--- src/rtl/tt_sweep_pkg.sv ---
// rtl/tt_sweep_pkg.sv - shared types and helpers for the truth-table sweeper
package tt_sweep_pkg;

  typedef enum logic [1:0] {IDLE, HOLD, DONE} state_t;

  // Reflected Gray code of a vector index
  function automatic logic [7:0] to_gray(input logic [7:0] i);
    return i ^ (i >> 1);
  endfunction

  // Width of a hold counter that must represent 0..hold_cycles
  function automatic int hold_cnt_w(input int hold_cycles);
    return $clog2(hold_cycles + 1);
  endfunction

endpackage

--- src/rtl/truth_table_sweeper_if.sv ---
// rtl/truth_table_sweeper_if.sv - control, status and DUT-facing signals of the sweeper
interface truth_table_sweeper_if #(
  parameter int N_IN = 3
) ();
  logic            start;
  logic            abort;
  logic            dut_y;
  logic [N_IN-1:0] stim_out;
  logic            busy;
  logic            done;
  logic            pass;
  logic [N_IN:0]   err_count;
  logic            fail_valid;
  logic [N_IN-1:0] fail_vec;

  modport master (
    input  start, abort, dut_y,
    output stim_out, busy, done, pass, err_count, fail_valid, fail_vec
  );

  modport slave (
    output start, abort, dut_y,
    input  stim_out, busy, done, pass, err_count, fail_valid, fail_vec
  );
endinterface

--- src/rtl/sweep_hold_timer.sv ---
// rtl/sweep_hold_timer.sv - loadable down-counter that flags expiry at zero
module sweep_hold_timer #(
  parameter int           W      = 5,
  parameter logic [W-1:0] RELOAD = '0
) (
  input  logic clk,
  input  logic rst_n,
  input  logic load,
  input  logic en,
  output logic expire
);

  logic [W-1:0] count_q;

  // Reload takes priority; otherwise count down while enabled and park at zero
  always_ff @(posedge clk or negedge rst_n) begin
    if (!rst_n) begin
      count_q <= '0;
    end else if (load) begin
      count_q <= RELOAD;
    end else if (en && (count_q != '0)) begin
      count_q <= count_q - 1'b1;
    end
  end

  assign expire = (count_q == '0);

endmodule

--- src/rtl/truth_table_sweeper.sv ---
// rtl/truth_table_sweeper.sv - exhaustive vector driver and truth-table checker
module truth_table_sweeper
  import tt_sweep_pkg::*;
#(
  parameter int                    N_IN        = 3,
  parameter int                    HOLD_CYCLES = 20,
  parameter logic [(1<<N_IN)-1:0]  EXP_TT      = 8'hE8,
  parameter int                    GRAY_ORDER  = 0
) (
  input logic                    clk,
  input logic                    rst_n,
  truth_table_sweeper_if.master  bus
);

  localparam int              CW       = hold_cnt_w(HOLD_CYCLES);
  localparam logic [CW-1:0]   RELOAD   = CW'(HOLD_CYCLES - 1);
  localparam logic [N_IN-1:0] LAST_IDX = '1;

  state_t          state_q, state_d;
  logic [N_IN-1:0] idx_q, stim_q, fail_vec_q;
  logic [N_IN-1:0] next_idx, next_vec;
  logic [N_IN:0]   err_q;
  logic            fail_valid_q, pass_q;
  logic            expire, load, sample, finish, clear, go_idle, mismatch;

  sweep_hold_timer #(
    .W      (CW),
    .RELOAD (RELOAD)
  ) u_timer (
    .clk    (clk),
    .rst_n  (rst_n),
    .load   (load),
    .en     (state_q == HOLD),
    .expire (expire)
  );

  assign next_idx = idx_q + 1'b1;
  assign next_vec = (GRAY_ORDER != 0) ? N_IN'(to_gray(8'(next_idx))) : next_idx;
  // Case-inequality so an unknown DUT output is scored as a failure
  assign mismatch = (bus.dut_y !== EXP_TT[stim_q]);

  // State register
  always_ff @(posedge clk or negedge rst_n) begin
    if (!rst_n) begin
      state_q <= IDLE;
    end else begin
      state_q <= state_d;
    end
  end

  // Next state and datapath strobes; abort overrides both start and sampling
  always_comb begin
    state_d = state_q;
    load    = 1'b0;
    sample  = 1'b0;
    finish  = 1'b0;
    clear   = 1'b0;
    go_idle = 1'b0;
    if (bus.abort) begin
      state_d = IDLE;
      go_idle = 1'b1;
    end else begin
      case (state_q)
        IDLE, DONE: begin
          if (bus.start) begin
            state_d = HOLD;
            clear   = 1'b1;
            load    = 1'b1;
          end
        end
        HOLD: begin
          if (expire) begin
            sample = 1'b1;
            if (idx_q == LAST_IDX) begin
              finish  = 1'b1;
              state_d = DONE;
            end else begin
              load = 1'b1;
            end
          end
        end
        default: state_d = IDLE;
      endcase
    end
  end

  // Vector stepping and scoreboard; partial results survive an abort
  always_ff @(posedge clk or negedge rst_n) begin
    if (!rst_n) begin
      idx_q        <= '0;
      stim_q       <= '0;
      err_q        <= '0;
      fail_valid_q <= 1'b0;
      fail_vec_q   <= '0;
      pass_q       <= 1'b0;
    end else if (go_idle) begin
      stim_q <= '0;
      pass_q <= 1'b0;
    end else if (clear) begin
      idx_q        <= '0;
      stim_q       <= '0;
      err_q        <= '0;
      fail_valid_q <= 1'b0;
      fail_vec_q   <= '0;
      pass_q       <= 1'b0;
    end else if (sample) begin
      if (mismatch) begin
        err_q <= err_q + 1'b1;
        if (!fail_valid_q) begin
          fail_valid_q <= 1'b1;
          fail_vec_q   <= stim_q;
        end
      end
      if (finish) begin
        stim_q <= '0;
        pass_q <= (err_q == '0) && !mismatch;
      end else begin
        idx_q  <= next_idx;
        stim_q <= next_vec;
      end
    end
  end

  assign bus.stim_out   = stim_q;
  assign bus.busy       = (state_q == HOLD);
  assign bus.done       = (state_q == DONE);
  assign bus.pass       = pass_q;
  assign bus.err_count  = err_q;
  assign bus.fail_valid = fail_valid_q;
  assign bus.fail_vec   = fail_vec_q;

endmodule

--- src/flat_wrapper.sv ---
// flat-port wrapper written by rule: the top's interface ports become plain ports
module truth_table_sweeper_flat import tt_sweep_pkg::*;
#(
  parameter int                    N_IN        = 3,
  parameter int                    HOLD_CYCLES = 20,
  parameter logic [(1<<N_IN)-1:0]  EXP_TT      = 8'hE8,
  parameter int                    GRAY_ORDER  = 0
)
  (clk, rst_n, bus_start, bus_abort, bus_dut_y, bus_stim_out, bus_busy, bus_done, bus_pass, bus_err_count, bus_fail_valid, bus_fail_vec);
  truth_table_sweeper_if #(.N_IN(N_IN)) bus_i ();
  input logic clk;
  input logic rst_n;
  input wire logic [$bits(bus_i.start)-1:0] bus_start;
  input wire logic [$bits(bus_i.abort)-1:0] bus_abort;
  input wire logic [$bits(bus_i.dut_y)-1:0] bus_dut_y;
  output wire logic [$bits(bus_i.stim_out)-1:0] bus_stim_out;
  output wire logic [$bits(bus_i.busy)-1:0] bus_busy;
  output wire logic [$bits(bus_i.done)-1:0] bus_done;
  output wire logic [$bits(bus_i.pass)-1:0] bus_pass;
  output wire logic [$bits(bus_i.err_count)-1:0] bus_err_count;
  output wire logic [$bits(bus_i.fail_valid)-1:0] bus_fail_valid;
  output wire logic [$bits(bus_i.fail_vec)-1:0] bus_fail_vec;
  assign bus_i.start = bus_start;
  assign bus_i.abort = bus_abort;
  assign bus_i.dut_y = bus_dut_y;
  assign bus_stim_out = bus_i.stim_out;
  assign bus_busy = bus_i.busy;
  assign bus_done = bus_i.done;
  assign bus_pass = bus_i.pass;
  assign bus_err_count = bus_i.err_count;
  assign bus_fail_valid = bus_i.fail_valid;
  assign bus_fail_vec = bus_i.fail_vec;
  truth_table_sweeper #(.N_IN(N_IN), .HOLD_CYCLES(HOLD_CYCLES), .EXP_TT(EXP_TT), .GRAY_ORDER(GRAY_ORDER)) u_core (.clk(clk), .rst_n(rst_n), .bus(bus_i));
endmodule
--- config.mk ---
export PLATFORM = sky130hd
export DESIGN_NAME = truth_table_sweeper_flat
export DESIGN_NICKNAME = d
export VERILOG_FILES = /design/src/rtl/tt_sweep_pkg.sv /design/src/rtl/truth_table_sweeper_if.sv /design/src/rtl/sweep_hold_timer.sv /design/src/rtl/truth_table_sweeper.sv /design/src/flat_wrapper.sv
export SDC_FILE = /design/constraint.sdc
export NUM_CORES = 1
export LEC_CHECK = 0
export CAP_MARGIN = 0
export CORE_MARGIN = 2
export CORE_UTILIZATION = 51
export DETAILED_ROUTE_END_ITERATION = 6
export PLACE_DENSITY = 0.87
export SLEW_MARGIN = 10
export SYNTH_ARGS = -nofsm -noshare
export SYNTH_HDL_FRONTEND = slang
export SYNTH_SLANG_ARGS = --single-unit
--- constraint.sdc ---
create_clock -name clk -period 2.65 [get_ports clk]
set_clock_uncertainty 0.2 [all_clocks]
set_input_delay 0.53 -clock clk [delete_from_list [all_inputs] [get_ports clk]]
set_output_delay 0.53 -clock clk [all_outputs]
set_load 0.05 [all_outputs]
==> results_dict.tcl <==
set metrics [dict create \
    status "finished, final reports clean" \
    dr.pass1.iters 4 \
    die_x_um 50.8 \
    worstPathCellList "nor2b_1 > clkdlybuf4s50_1" \
    final_common_cell "dfrtp_1" \
    routed_via_density 5.72 \
    grt_pass1_vias 963 \
    cp_top_family "buffers and inverters" \
    die_h_um 50.8 \
    post-cts-setup-buffers 0 \
    drv_slew 0 \
    netlist_area_um2 1120 \
    syn_inst 113 \
    cts_resized 0 \
    path_max_fanout 5 \
    cp_slowest_cell "clkdlybuf4s50_1" \
    cp-end-kind "primary output" \
    ys_ff_latch 22 \
    power_mw 0.763 \
    yosys-top-cells-area "dfrtp_1 49%, ha_1 5.6%, a21oi_1 4.9%" \
    yosysWarnings 0 \
    grt_max_degree 23 \
    vdd_drop_max_mv 0.412 \
    grt_util_met3 0.0446 \
    seq_power_share 0.533 \
    hold_class "reg2reg" \
    hold_buffers 0 \
    synth_cell_type_count 32 \
    hold_viol_final 0 \
    num_rows 16 \
    start_util 0.552 \
    place_area_um2 1380 \
    grt_pass1_wl_um 4320 \
    final_area_um2 1410 \
    post-route-min-period_ns 2.45 \
    syn_nets 123 \
    multi_input_area_um2 527 \
    n_fill_cell 165 \
    io_pins 19 \
    synth_seq_area_share 0.493 \
    worstPathRequired_ns 1.92 \
    grt_busiest_layer "met2" \
    cts_sinks 22 \
    start_kind "flop" \
    nets 151 \
    power_leakage_nw 0.625 \
    arrival_ns 1.72 \
    whs_ns 0.322 \
    drc 0 \
    drt_iter0_markers 13 \
    intPower_mw 0.529 \
    grt_overflow 0 \
    antenna_cells 0 \
    p_comb_frac 0.222 \
    grt.met1_usage 0.294 \
    fin_crit_sh 0.925 \
    die-area_um2 2580 \
    dp_hpwl_um 1740 \
    critical_path_class "reg2out" \
    met2_usage 0.373 \
    cp_num_buf_inv 1 \
    area_growth_pct 26.5 \
    tightest_slew_ns 0.722 \
    post_synth.cell_area_avg_um2 9.88 \
    clk_latency_ns 0.31 \
    wirelength_um 2410 \
    max_cap_viol_count 0 \
    clockBufferDepth 2 \
    antenna_found_initial 0 \
    vias 956 \
    port_buffers 18 \
    gp_congestion 0.797 \
    powerDensity_nw_per_um2 541 \
    avgRoutedWirePerCell_um 14.4 \
    rsz0062_at_grt "false" \
    htreeDepth 1 \
    clock.fmax_mhz 408 \
    synth.largest_area_cell "dfrtp_1" \
    cp_slowest_stage_delay_ns 0.82 \
    final_cell_mix "22 x dfrtp_1, 17 x clkdlybuf4s50_1, 11 x a21oi_1, 9 x buf_4" \
    max_slew_margin 0.516 \
    setup-tns-final_ns 0 \
    drive_above_1_share 0.129 \
    cts_buffers 3 \
    grtUsageTotal 0.226 \
    cts-root-buf "clkbuf_4" \
    cts.clk_slew.worst_paths_ns 0.12 \
    p_sw_mw 0.234 \
    stdcell_count 167 \
    timing.final.setup_violations 0 \
    dp.cells 163 \
    cts_tree "yes" \
    p_clk_frac 0.245 \
    swShare 0.306 \
    ant_nets 0 \
    core_region_area_um2 2020 \
    regArea_um2 551 \
    yosysTopAreaCellShare 0.493 \
]
-- power groups by stage --
stage               clock, mW  sequential, mW  combinational (mW)
floorplan                   0           0.415               0.109
global placement            0           0.410               0.162
detailed placement          0           0.413               0.170
CTS                     0.189           0.407               0.171
global route            0.199           0.413               0.194
finish                  0.187           0.406               0.169
-- final timing paths --
check | endpoint | start | cells past startpoint | slack, ns
max | bus_done | u_core.state_q[0] | 2 | 0.20
max reg2reg | u_core.bus.err_count[3] | u_core.u_timer.count_q[0] | 6 | 0.28
min in group asynchronous | u_core.bus.stim_out[0] | rst_n | 2 | 0.35
min reg2reg | u_core.u_timer.count_q[4] | u_core.u_timer.count_q[4] | 2 | 0.32
min | u_core.u_timer.count_q[4] | u_core.u_timer.count_q[4] | 2 | 0.32
max in group asynchronous | u_core.bus.stim_out[1] | rst_n | 2 | 1.67
-- Yosys cell counts --
cell,count
dfrtp_1,22
a21oi_1,11
inv_1,7
nand2_1,7
nor2_1,7
nor3_1,7
nand3_1,6
ha_1,5
o31ai_1,5
o21ai_0,4
nand4_1,3
xnor2_1,3
xor2_1,3
a22o_1,2
clkbuf_1,2
nor2b_1,2
or4_1,2
a211oi_1,1
a21o_1,1
a22oi_1,1
and2_1,1
clkbuf_2,1
maj3_1,1
mux2_2,1
nor3_2,1
nor4b_1,1
o211ai_1,1
or2_1,1
or2_2,1
or3b_2,1
or4b_1,1
or4b_2,1
-- per-layer routing --
metal | vias to the layer above | wire length (um)
li1 | 460 | -
met1 | 460 | 1070
met4 | 0 | 38
met3 | 6 | 111
met5 | - | 0
met2 | 30 | 1190
-- worst register-to-register path, delay by kind of cell (launching register included) --
kind	cells	cell delay (ns)
fa+ha+maj	1	0.20
simple gates	3	1.30
buf+inv	1	0.09
compound gates	1	0.14
flops	1	0.39
-- through the flow --
stage	setup slack, ns	util
floorplan	0.327	-
global placement	0.0907	0.680
detailed placement	0.0506	0.680
global route	0.121	0.698
finish	0.199	0.698
CTS	0.199	0.698
-- cell families after synthesis --
| family | share of synthesized area |
|---|---|
| simple gates | 0.206 |
| fa+ha+maj | 0.0650 |
| flops | 0.493 |
| xor+xnor | 0.0471 |
| buf+inv | 0.0348 |
| compound gates | 0.144 |
| mux | 0.0101 |
-- registers in the layout, summed over array words and instances, names as in the netlist --
signal	count
u_core.bus.err_count	4
u_core.bus.fail_valid	1
u_core.bus.fail_vec	3
u_core.bus.pass	1
u_core.bus.stim_out	3
u_core.idx_q	3
u_core.state_q	2
u_core.u_timer.count_q	5
-- final cells by class --
type,count,share of cell area
repair buffers,26,0.168
multi-input cells,81,0.373
clock buffers,4,0.0257
inverters,7,0.0186
flip-flops and latches,22,0.390
well taps,27,0.0239
No activity file was read; power rests on OpenSTA's default activity.
